## config.mk

```make
export PLATFORM = sky130hd
export DESIGN_NAME = song_reader_flat
export DESIGN_NICKNAME = d
export VERILOG_FILES = /design/src/rtl/song_reader_if.sv /design/src/rtl/song_reader.sv /design/src/flat_wrapper.sv
export SDC_FILE = /design/constraint.sdc
export NUM_CORES = 1
export LEC_CHECK = 0
export ABC_AREA = 1
export BUFFER_PORTS_ARGS = -buffer_cell sky130_fd_sc_hd__buf_2
export CORE_ASPECT_RATIO = 1.5
export CORE_MARGIN = 1
export CORE_UTILIZATION = 47
export CTS_CLUSTER_DIAMETER = 150
export CTS_CLUSTER_SIZE = 40
export DETAILED_ROUTE_END_ITERATION = 8
export HOLD_SLACK_MARGIN = 0.12
export PLACE_DENSITY = 0.77
export SETUP_SLACK_MARGIN = 0.5
export SYNTH_ARGS = -nofsm -noshare
export SYNTH_HDL_FRONTEND = slang
export SYNTH_SLANG_ARGS = --single-unit
export TNS_END_PERCENT = 5
```

## constraint.sdc

```tcl
create_clock -name clk -period 1.4 [get_ports clk]
set_input_delay 0 -clock clk [delete_from_list [all_inputs] [get_ports clk]]
set_output_delay 0 -clock clk [all_outputs]
set_load 0.02 [all_outputs]
```

## src/rtl/song_reader_if.sv

```systemverilog
// Bus between song_reader and its neighbours: player controls,
// note ROM port and the note_counter handshake.
interface song_reader_if #(
    parameter int IDX_W  = 5,
    parameter int SONG_W = 2,
    parameter int NOTE_W = 6,
    parameter int DUR_W  = 6
);
    logic                      play;
    logic [SONG_W-1:0]         song;
    logic                      note_done;
    logic [SONG_W+IDX_W-1:0]   rom_addr;
    logic [NOTE_W+DUR_W-1:0]   rom_data;
    logic [NOTE_W-1:0]         note;
    logic [DUR_W-1:0]          duration;
    logic                      new_note;
    logic                      timer_clear;
    logic                      active;
    logic                      song_done;

    modport master (
        input  play, song, note_done, rom_data,
        output rom_addr, note, duration, new_note,
        output timer_clear, active, song_done
    );

    modport slave (
        output play, song, note_done, rom_data,
        input  rom_addr, note, duration, new_note,
        input  timer_clear, active, song_done
    );
endinterface

```

## src/rtl/song_reader.sv

```systemverilog
// Song sequencer: walks the note ROM of the selected song and
// loads each note into the note counter, advancing on timer_done.
module song_reader #(
    parameter int IDX_W  = 5,
    parameter int SONG_W = 2,
    parameter int NOTE_W = 6,
    parameter int DUR_W  = 6
) (
    input  logic          clk,
    input  logic          reset,
    song_reader_if.master bus
);
    typedef enum logic [1:0] {
        IDLE,
        FETCH,
        WAIT,
        PLAY
    } state_t;

    localparam logic [IDX_W-1:0] LAST_IDX = '1;

    state_t              state;
    logic [IDX_W-1:0]    idx;
    logic [SONG_W-1:0]   song_q;
    logic [NOTE_W-1:0]   note_q;
    logic [DUR_W-1:0]    dur_q;
    logic                new_note_q;
    logic                timer_clear_q;
    logic                song_done_q;

    logic [NOTE_W-1:0]   rom_note;
    logic [DUR_W-1:0]    rom_dur;
    logic                song_change;
    logic                advance;

    assign {rom_note, rom_dur} = bus.rom_data;
    assign song_change = (bus.song != song_q);
    assign advance     = bus.note_done & bus.play;

    assign bus.rom_addr    = {song_q, idx};
    assign bus.note        = note_q;
    assign bus.duration    = dur_q;
    assign bus.new_note    = new_note_q;
    assign bus.timer_clear = timer_clear_q;
    assign bus.song_done   = song_done_q;
    assign bus.active      = (state == PLAY) & bus.play;

    // Sequencer: song change wins over note advance and end of song.
    always_ff @(posedge clk) begin
        if (reset) begin
            state         <= IDLE;
            idx           <= '0;
            song_q        <= '0;
            note_q        <= '0;
            dur_q         <= '0;
            new_note_q    <= 1'b0;
            timer_clear_q <= 1'b0;
            song_done_q   <= 1'b0;
        end else begin
            new_note_q    <= 1'b0;
            timer_clear_q <= 1'b0;
            song_done_q   <= 1'b0;
            if (state != IDLE && song_change) begin
                song_q        <= bus.song;
                idx           <= '0;
                timer_clear_q <= 1'b1;
                state         <= FETCH;
            end else begin
                case (state)
                    IDLE: begin
                        if (bus.play) begin
                            song_q <= bus.song;
                            state  <= FETCH;
                        end
                    end
                    FETCH: begin
                        state <= WAIT;
                    end
                    WAIT: begin
                        if (rom_dur == '0) begin
                            song_done_q <= 1'b1;
                            idx         <= '0;
                            state       <= IDLE;
                        end else begin
                            note_q        <= rom_note;
                            dur_q         <= rom_dur;
                            new_note_q    <= 1'b1;
                            timer_clear_q <= 1'b1;
                            state         <= PLAY;
                        end
                    end
                    PLAY: begin
                        if (advance) begin
                            if (idx == LAST_IDX) begin
                                song_done_q <= 1'b1;
                                idx         <= '0;
                                state       <= IDLE;
                            end else begin
                                idx   <= idx + 1'b1;
                                state <= FETCH;
                            end
                        end
                    end
                    default: state <= IDLE;
                endcase
            end
        end
    end
endmodule

```

## src/flat_wrapper.sv

```systemverilog
// flat-port wrapper written by rule: the top's interface ports become plain ports
module song_reader_flat 
#(
    parameter int IDX_W  = 5,
    parameter int SONG_W = 2,
    parameter int NOTE_W = 6,
    parameter int DUR_W  = 6
)
  (clk, reset, bus_play, bus_song, bus_note_done, bus_rom_data, bus_rom_addr, bus_note, bus_duration, bus_new_note, bus_timer_clear, bus_active, bus_song_done);
  song_reader_if #(.IDX_W(IDX_W), .SONG_W(SONG_W), .NOTE_W(NOTE_W), .DUR_W(DUR_W)) bus_i ();
  input  logic clk;
  input  logic reset;
  input wire logic [$bits(bus_i.play)-1:0] bus_play;
  input wire logic [$bits(bus_i.song)-1:0] bus_song;
  input wire logic [$bits(bus_i.note_done)-1:0] bus_note_done;
  input wire logic [$bits(bus_i.rom_data)-1:0] bus_rom_data;
  output wire logic [$bits(bus_i.rom_addr)-1:0] bus_rom_addr;
  output wire logic [$bits(bus_i.note)-1:0] bus_note;
  output wire logic [$bits(bus_i.duration)-1:0] bus_duration;
  output wire logic [$bits(bus_i.new_note)-1:0] bus_new_note;
  output wire logic [$bits(bus_i.timer_clear)-1:0] bus_timer_clear;
  output wire logic [$bits(bus_i.active)-1:0] bus_active;
  output wire logic [$bits(bus_i.song_done)-1:0] bus_song_done;
  assign bus_i.play = bus_play;
  assign bus_i.song = bus_song;
  assign bus_i.note_done = bus_note_done;
  assign bus_i.rom_data = bus_rom_data;
  assign bus_rom_addr = bus_i.rom_addr;
  assign bus_note = bus_i.note;
  assign bus_duration = bus_i.duration;
  assign bus_new_note = bus_i.new_note;
  assign bus_timer_clear = bus_i.timer_clear;
  assign bus_active = bus_i.active;
  assign bus_song_done = bus_i.song_done;
  song_reader #(.IDX_W(IDX_W), .SONG_W(SONG_W), .NOTE_W(NOTE_W), .DUR_W(DUR_W)) u_core (.clk(clk), .reset(reset), .bus(bus_i));
endmodule
```

==> flow_metrics.env, run 1 <==
export IMPL_clkPwrFrac_pct=24.2
export IMPL_hp_start="bus_play"
export IMPL_mostFrequentLayoutCell="buf_2"
export IMPL_vias_per_cell=5.15
export IMPL_period_minus_slack_ns=1.32
export IMPL_yosysWarnings=0
export IMPL_comb_power_share_pct=30.8
export IMPL_drc=0
export IMPL_maxCapViolations=0
export IMPL_grt_setup_unrepaired="true"
export IMPL_grt_use_total_pct=23.9
export IMPL_cts_num_sinks=24
export IMPL_synth_seq_area_share_pct=43.5
export IMPL_clk_pin_slew_ns=0.13
export IMPL_worstSetupPathType="register to register"
export IMPL_run_status="complete, no violations"
export IMPL_drtAntennaViolNets=0
export IMPL_grt_first_pass_wirelength_um=4690
export IMPL_multi_input_area_sq_um=584
export IMPL_crit_buf_inv=0
export IMPL_crit_fanout=3
export IMPL_power_density_nw_per_um2=1100
export IMPL_drive_gt1_share_pct=39.5
export IMPL_die_y_um=61.3
export IMPL_synthDistinctLibCells=20
export IMPL_htreeDepth=1
export IMPL_synth_top_area_share_pct=43.5
export IMPL_syn_nets=167
export IMPL_antenna_found_initial=0
export IMPL_slew_violations=0
export IMPL_final_hold_violation_count=0
export IMPL_arrival_ns=1.58
export IMPL_design_core_area_sq_um=2230
export IMPL_register_area_sq_um=489
export IMPL_antennaDiodeCount=0
export IMPL_setup_tns_ns=0
export IMPL_fin_nets=231
export IMPL_start_util_pct=49.4
export IMPL_peakVddDrop_v=0.000774
export IMPL_layout_common_cells="buf_2 (40), nor2_1 (36), dfxtp_1 (21)"
export IMPL_synth_area_leaders="dfxtp_1 (44%), nor2_1 (13%), nand2_1 (6.5%)"
export IMPL_num_rows=21
export IMPL_die_w_um=41.6
export IMPL_min_to="u_core.bus.song_done"
export IMPL_areaGrowthSynthToFinish_pct=45.9
export IMPL_maxSlewHeadroom_pct=82.7
export IMPL_io_buffers=40
export IMPL_seq_power_share_pct=45.1
export IMPL_dp_slack_ns=0.0326
export IMPL_syn_area_sq_um=1100
export IMPL_grt_start_max_net_pins=15
export IMPL_worst_pin_slew_ns=0.259
export IMPL_clock_path_buffers=2
export IMPL_synth_avg_cell_area_sq_um=7.51
export IMPL_grt_pass1_vias=1148
export IMPL_drt_iter0_markers=29
export IMPL_wl_per_cell_um=12.0
export IMPL_rr_endpoint="u_core.state[0]"
export IMPL_yosys_register_bits=24
export IMPL_p_int_mw=1.17
export IMPL_worst_slack_ns=0.0806
export IMPL_crit_path_end_kind="register"
export IMPL_root_buffer="clkbuf_4"
export IMPL_insertion_delay_ns=0.31
export IMPL_vias=1200
export IMPL_hpwlAfterDp_um=1820
export IMPL_fmax_mhz=758
export IMPL_slowest_stage="dfxtp_4"
export IMPL_wl_um=2790
export IMPL_yosysTopAreaCell="dfxtp_1"
export IMPL_worst_path_dominant_cell_family="simple AND/OR/NAND/NOR gates"
export IMPL_overflow=0
export IMPL_cts_tree="yes"
export IMPL_dieArea_sq_um=2550
export IMPL_worst_r2r_cell_count=9
export IMPL_slowest_delay_ns=0.38
export IMPL_gp_routability_congestion=0.969
export IMPL_hold_class="input port to register"
export IMPL_rr_startpoint="u_core.idx[1]"
export IMPL_cts_buffers=3
export IMPL_startpoint_type="register"
export IMPL_leakagePower_nw=0.818
export IMPL_synthCells=147
export IMPL_rrSetupSlack_ns=0.08
export IMPL_cp_cell_sequence="ha_4 > nand2_4 > nor2_2 > ha_2 > nor2_4 > nor2_1 > nand3_1 > nand2_1 > a21oi_2"
export IMPL_min_period_over_period_pct=94.2
export IMPL_swShare_pct=33.9
export IMPL_switchingPower_mw=0.600
export IMPL_whs_path_depth=5
export IMPL_setup_viol=0
export IMPL_fillers=179
export IMPL_io_pins=41
export IMPL_dr_pass1_iters=4
export IMPL_final_setup_skew_ns=0.00348
export IMPL_worst_ep_required_time_ns=1.66
registers in the layout, summed over array words and instances, names as in the netlist:
register,flops
u_core.bus.new_note,1
u_core.bus.duration,6
u_core.state,2
u_core.bus.note,6
u_core.song_q,2
u_core.bus.timer_clear,1
u_core.idx,5
u_core.bus.song_done,1
final cells by class:
type | count | area share, %
Multi-Input combinational cell | 106 | 36.3
Clock buffer | 4 | 2.95
Inverter | 14 | 3.26
Sequential cell | 24 | 30.4
Tap cell | 23 | 1.79
Timing Repair Buffer | 62 | 25.3
metrics by stage:
stage                     std cells  hold slack [ns]  instance area, sq um  utilization, %  power (mW)
after CTS                       232            0.129                  1590            71.1        1.76
after global placement          209            0.196                  1340            60.2        1.28
after global routing            233            0.180                  1610            72.1        1.87
after floorplan                 147           0.0691                  1130               -        1.17
after detailed placement        209            0.200                  1340            60.2        1.29
final                           233            0.145                  1610            72.1        1.77
routing by layer:
metal / vias to the layer above / track usage [%] / wire length (um)
met5: - / 0 / 0
met1: 561 / 22.2 / 1030
met2: 43 / 47.8 / 1590
met3: 8 / 4.11 / 117
met4: 0 / 15.2 / 55
li1: 588 / - / -
worst max path at each step:
stage,from,endpoint,slack (ns),depth (start not counted)
2_1_floorplan,u_core.idx[1],u_core.state[0],0.13,9
3_3_place_gp,u_core.idx[0],u_core.idx[3],0.12,9
3_5_place_dp,u_core.idx[0],u_core.idx[3],0.03,9
4_1_cts,u_core.idx[1],u_core.state[0],0.08,9
5_1_grt,u_core.idx[1],u_core.state[0],0.003,9
6_report,u_core.idx[1],u_core.state[0],0.08,9
power by group through the flow:
| stage | sequential [mW] | clock [mW] | combinational (mW) |
|---|---|---|---|
| floorplan | 0.871 | 0 | 0.295 |
| global placement | 0.807 | 0 | 0.473 |
| detailed placement | 0.811 | 0 | 0.482 |
| CTS | 0.794 | 0.437 | 0.527 |
| global route | 0.810 | 0.456 | 0.605 |
| finish | 0.797 | 0.428 | 0.544 |
synthesized netlist by cell type:
cell,instances
nor2_2,6
buf_6,2
nand3_2,1
o21ai_0,3
nor2_1,37
dfxtp_1,24
a21oi_1,8
o21ai_2,1
inv_2,5
nor2_4,3
xor2_1,1
ha_1,2
o21ai_1,13
inv_1,9
nand3_1,4
nand4_1,1
nand2_1,19
clkbuf_1,1
nand2_4,4
nand2_2,3
worst min-delay path, stage by stage:
cell     delay [ns]
buf_2          0.11
inv_1          0.13
nor2_4         0.06
nand3_1        0.06
a21oi_1        0.06
logic make-up after synthesis:
family,after synthesis,share of synthesized area [%]
AND/OR/NAND/NOR,78,34.6
buffers and inverters,17,7.14
flip-flops,24,43.5
XOR/XNOR,1,0.794
adder cells (fa/ha/maj),2,2.27
AO/OA/AOI/OAI,25,11.7
timing repair:
action | in CTS | in global routing
buffers inserted | 2 | 1
hold endpoints to repair | 20 | 0
gates resized for setup | 4 | 5
pin swaps | 3 | 3
setup endpoints to repair | 27 | 32
hold buffers | 17 | 0
gates cloned | 0 | 0
Power figures use the tool's default switching activity.
==> run 2: changes to the inputs <==
CORE_UTILIZATION = 51   (was 47)
CTS_CLUSTER_SIZE = default   (was 40)
PLACE_DENSITY = 0.82   (was 0.77)
clock period = 1.7 ns   (was 1.4 ns; I/O delays follow)
==> flow_metrics.env, run 2 (same netlist as run 1, synthesis figures left out) <==
export IMPL_run_status="complete, no violations"
export IMPL_crit_buf_inv=3
export IMPL_crit_start="bus_rom_data[0]"
export IMPL_num_rows=20
export IMPL_whs_path_depth=5
export IMPL_die_y_um=59.0
export IMPL_p_int_mw=0.873
export IMPL_antennaDiodeCount=0
export IMPL_final_setup_skew_ns=0.0176
export IMPL_htreeDepth=1
export IMPL_worst_r2r_cell_count=9
export IMPL_swShare_pct=36.3
export IMPL_worst_path_dominant_cell_family="buffers and inverters"
export IMPL_rr_startpoint="u_core.idx[1]"
export IMPL_startpoint_type="input port"
export IMPL_final_hold_violation_count=0
export IMPL_drtAntennaViolNets=0
export IMPL_clkPwrFrac_pct=19.1
export IMPL_rrSetupSlack_ns=0.39
export IMPL_seq_power_share_pct=48.0
export IMPL_worst_pin_slew_ns=0.455
export IMPL_slowest_delay_ns=0.59
export IMPL_grt_first_pass_wirelength_um=4510
export IMPL_mostFrequentLayoutCell="buf_2"
export IMPL_dr_pass1_iters=4
export IMPL_maxCapViolations=0
export IMPL_vias_per_cell=5.19
export IMPL_drt_iter0_markers=50
export IMPL_insertion_delay_ns=0.33
export IMPL_cts_buffers=3
export IMPL_setup_viol=0
export IMPL_crit_path_end_kind="register"
export IMPL_drc=0
export IMPL_clock_path_buffers=2
export IMPL_leakagePower_nw=0.799
export IMPL_power_density_nw_per_um2=861
export IMPL_clk_pin_slew_ns=0.11
export IMPL_io_pins=41
export IMPL_arrival_ns=1.54
export IMPL_switchingPower_mw=0.498
export IMPL_min_period_over_period_pct=78.2
export IMPL_worstSetupPathType="input port to register"
export IMPL_comb_power_share_pct=32.9
export IMPL_rr_endpoint="u_core.idx[3]"
export IMPL_gp_routability_congestion=0.722
export IMPL_cts_num_sinks=24
export IMPL_crit_fanout=12
export IMPL_path_depth=9
export IMPL_hpwlAfterDp_um=1810
export IMPL_io_buffers=40
export IMPL_grt_setup_unrepaired="true"
export IMPL_grt_start_max_net_pins=16
export IMPL_setup_tns_ns=0
export IMPL_hold_class="input port to register"
export IMPL_wl_per_cell_um=13.2
export IMPL_vias=1193
export IMPL_slowest_stage="dlygate4sd3_1"
export IMPL_layout_common_cells="buf_2 (40), nor2_1 (33), dfxtp_1 (21)"
export IMPL_grt_use_total_pct=27.6
export IMPL_root_buffer="clkbuf_4"
export IMPL_maxSlewHeadroom_pct=69.6
export IMPL_grt_pass1_vias=1122
export IMPL_crit_end="u_core.bus.duration[3]"
export IMPL_wl_um=3050
export IMPL_start_util_pct=54.4
export IMPL_worst_slack_ns=0.370
export IMPL_worst_ep_required_time_ns=1.91
export IMPL_overflow=0
export IMPL_period_minus_slack_ns=1.33
export IMPL_hold_worst_slack_ns=0.0986
export IMPL_drive_gt1_share_pct=38.9
export IMPL_cp_cell_sequence="buf_2 > dlygate4sd3_1 > nor2_2 > nand3_2 > nand2_4 > nor2_4 > buf_4 > o21ai_2 > nor2_1"
export IMPL_fmax_mhz=752
export IMPL_fin_nets=229
export IMPL_peakVddDrop_v=0.000815
export IMPL_die_w_um=40.0
export IMPL_areaGrowthSynthToFinish_pct=44.3
export IMPL_design_core_area_sq_um=2030
export IMPL_slew_violations=0
export IMPL_cts_tree="yes"
export IMPL_dp_slack_ns=0.362
export IMPL_dieArea_sq_um=2360
export IMPL_antenna_found_initial=0
[run 2: how the worst min path moves through the flow]
stage | to | from | slack, ns
after floorplan | u_core.bus.timer_clear | reset | 0.07
after global placement | u_core.state[0] | reset | 0.20
after detailed placement | u_core.state[0] | reset | 0.21
after CTS | u_core.bus.new_note | bus_rom_data[5] | 0.11
after global routing | u_core.bus.new_note | bus_rom_data[1] | 0.12
final | u_core.bus.new_note | bus_rom_data[1] | 0.1
[run 2: per-layer routing]
| layer | global-route usage [%] | vias up | wire length [um] |
|---|---|---|---|
| met5 | 0 | - | 0 |
| met4 | 14.8 | 0 | 125 |
| met3 | 5.26 | 20 | 131 |
| met2 | 49.5 | 52 | 1680 |
| met1 | 27.6 | 537 | 1110 |
| li1 | - | 584 | - |
[run 2: what timing repair did]
item,4_1_cts,5_1_grt
setup endpoints to repair,11,22
gates resized for setup,3,9
endpoints found under the hold margin,20,0
setup buffers,2,0
pin swaps,4,3
hold buffers,17,0
[run 2: area by class of cell]
type	instances	area, sq um
multi-input cells	106	604
fillers	130	434
well taps	22	27.5
repair buffers	60	393
clock buffers	4	26.3
inverters	14	52.6
flip-flops and latches	24	489
[run 2: worst reg2reg max path, cell delays in order (launching register included)]
cell	delay, ns
dfxtp_4	0.38
ha_4	0.16
nand2_4	0.07
nor2_4	0.05
ha_4	0.16
nor2_4	0.09
inv_1	0.07
nor2_1	0.10
nand2_1	0.06
a21oi_1	0.11
[run 2: power by group through the flow]
stage	sequential [mW]	clock (mW)	combinational [mW]
5_1_grt	0.666	0.287	0.493
3_5_place_dp	0.668	0	0.397
3_3_place_gp	0.664	0	0.389
2_1_floorplan	0.717	0	0.243
4_1_cts	0.655	0.262	0.430
6_report	0.659	0.262	0.451
[run 2: through the flow]
step,std cells,utilization (%),power (mW),instance area (sq um)
3_5_place_dp,207,65.9,1.07,1340
6_report,230,78.6,1.37,1590
2_1_floorplan,147,-,0.960,1130
3_3_place_gp,207,65.9,1.05,1340
4_1_cts,230,76.8,1.35,1560
5_1_grt,230,78.6,1.45,1590
==> run 3: changes to the inputs <==
CORE_UTILIZATION = 47   (was 51)
PLACE_DENSITY = 0.77   (was 0.82)
clock period = 1.3 ns   (was 1.7 ns; I/O delays follow)
==> flow_metrics.env, run 3 (same netlist as run 1, synthesis figures left out) <==
export IMPL_maxSlewHeadroom_pct=84.4
export IMPL_slew_violations=0
export IMPL_mostFrequentLayoutCell="nor2_1"
export IMPL_setup_tns_ns=0
export IMPL_wl_um=3220
export IMPL_drc=0
export IMPL_min_period_over_period_pct=99.7
export IMPL_fin_nets=238
export IMPL_io_buffers=40
export IMPL_arrival_ns=1.58
export IMPL_worst_r2r_cell_count=9
export IMPL_power_density_nw_per_um2=1140
export IMPL_final_hold_violation_count=0
export IMPL_clk_pin_slew_ns=0.14
export IMPL_insertion_delay_ns=0.34
export IMPL_power_mw=2.08
export IMPL_whs_path_depth=4
export IMPL_startpoint_type="register"
export IMPL_grt_setup_unrepaired="true"
export IMPL_htreeDepth=1
export IMPL_vias_per_cell=5.19
export IMPL_crit_fanout=3
export IMPL_multi_input_area_sq_um=602
export IMPL_grt_use_total_pct=24.3
export IMPL_layout_common_cells="nor2_1 (31), buf_2 (26), buf_6 (19)"
export IMPL_design_core_area_sq_um=2230
export IMPL_grt_start_max_net_pins=15
export IMPL_die_y_um=61.3
export IMPL_root_buffer="clkbuf_4"
export IMPL_grt_pass1_vias=1182
export IMPL_rr_endpoint="u_core.idx[3]"
export IMPL_hpwlAfterDp_um=1760
export IMPL_worst_path_dominant_cell_family="flip-flops"
export IMPL_hp_start="bus_rom_data[4]"
export IMPL_register_area_sq_um=513
export IMPL_areaGrowthSynthToFinish_pct=65.0
export IMPL_cts_tree="yes"
export IMPL_fillers=138
export IMPL_maxCapViolations=0
export IMPL_rrSetupSlack_ns=0.004
export IMPL_crit_buf_inv=1
export IMPL_cp_cell_sequence="ha_4 > nand2_2 > nor2_2 > ha_2 > nor2_4 > inv_1 > nor2_1 > nand2_1 > a21oi_1"
export IMPL_io_pins=41
export IMPL_slowest_delay_ns=0.38
export IMPL_slowest_stage="dfxtp_4"
export IMPL_wl_per_cell_um=13.4
export IMPL_rr_startpoint="u_core.idx[0]"
export IMPL_worstSetupPathType="register to register"
export IMPL_clock_path_buffers=2
export IMPL_run_status="complete, no violations"
export IMPL_dieArea_sq_um=2550
export IMPL_peakVddDrop_v=0.00115
export IMPL_worst_ep_required_time_ns=1.58
export IMPL_drive_gt1_share_pct=52.5
export IMPL_overflow=0
export IMPL_hold_class="input port to register"
export IMPL_antennaDiodeCount=0
export IMPL_period_minus_slack_ns=1.30
export IMPL_drt_iter0_markers=20
export IMPL_min_to="u_core.bus.song_done"
export IMPL_dr_pass1_iters=4
export IMPL_post_route_util_pct=81.5
export IMPL_start_util_pct=49.4
export IMPL_gp_routability_congestion=0.946
export IMPL_vias=1245
export IMPL_leakagePower_nw=0.856
export IMPL_cts_buffers=3
export IMPL_final_setup_skew_ns=0.00400
export IMPL_crit_path_end_kind="register"
export IMPL_drtAntennaViolNets=0
export IMPL_grt_first_pass_wirelength_um=4800
export IMPL_num_rows=21
export IMPL_setup_viol=0
export IMPL_worst_pin_slew_ns=0.234
export IMPL_die_w_um=41.6
export IMPL_fmax_mhz=772
export IMPL_antenna_found_initial=0
export IMPL_cts_num_sinks=24
[run 3: cell types whose count changed in the layout (fill, tap and decap cells not counted), moves of 14 or more]
| cell | delta |
|---|---|
| buf_2 | -14 |
| buf_6 | +19 |
| dfxtp_1 | -17 |
| dfxtp_2 | +16 |
[run 3: worst register-to-register path: stages, from the launching register on]
cell	delay (ns)
dfxtp_4	0.38
ha_4	0.16
nand2_2	0.07
nor2_2	0.04
ha_2	0.19
nor2_4	0.11
inv_1	0.06
nor2_1	0.08
nand2_1	0.05
a21oi_1	0.10
[run 3: routing by layer]
metal / GRT usage, % / vias up / routed length (um)
met5: 0 / - / 0
met2: 44.9 / 46 / 1760
met4: 16.6 / 0 / 104
li1: - / 603 / -
met1: 25.5 / 586 / 1190
met3: 4.11 / 10 / 156
[run 3: timing repair]
item	in CTS	in global routing
pin swaps	14	8
buffers inserted	1	3
hold buffers	17	6
resized for setup	62	19
hold endpoints to repair	22	6
endpoints found under the setup margin	47	47
[run 3: per-stage QoR]
step | instances | hold WS [ns] | instance area [sq um] | setup WS [ns]
after floorplan | 147 | 0.0691 | 1130 | 0.0252
after global placement | 210 | 0.196 | 1350 | 0.0151
after detailed placement | 210 | 0.200 | 1350 | -0.0316
after CTS | 232 | 0.123 | 1740 | -0.0165
after global routing | 240 | 0.130 | 1820 | -0.0793
final | 240 | 0.0982 | 1820 | 0.00449
[run 3: power breakdown]
part	total [mW]	internal (mW)	leakage [nW]	switching (mW)
combinational	0.704	0.310	0.625	0.394
sequential	0.889	0.818	0.205	0.0712
clock	0.489	0.236	0.0261	0.253
[run 3: layout make-up]
| type | instances | share of cell area (%) |
|---|---|---|
| Multi-Input combinational cell | 106 | 33.1 |
| Clock buffer | 4 | 2.61 |
| Tap cell | 23 | 1.58 |
| Sequential cell | 24 | 28.2 |
| Inverter | 14 | 3.02 |
| Timing Repair Buffer | 69 | 31.5 |
[run 3: worst max path at each step]
stage | start | end | slack (ns) | cells past startpoint
2_1_floorplan | u_core.idx[1] | u_core.state[0] | 0.03 | 9
3_3_place_gp | u_core.idx[1] | u_core.idx[3] | 0.02 | 9
3_5_place_dp | u_core.idx[1] | u_core.state[0] | -0.03 | 9
4_1_cts | u_core.idx[0] | u_core.state[0] | -0.02 | 9
5_1_grt | u_core.idx[0] | u_core.idx[2] | -0.08 | 9
6_report | u_core.idx[0] | u_core.idx[3] | 0.004 | 9
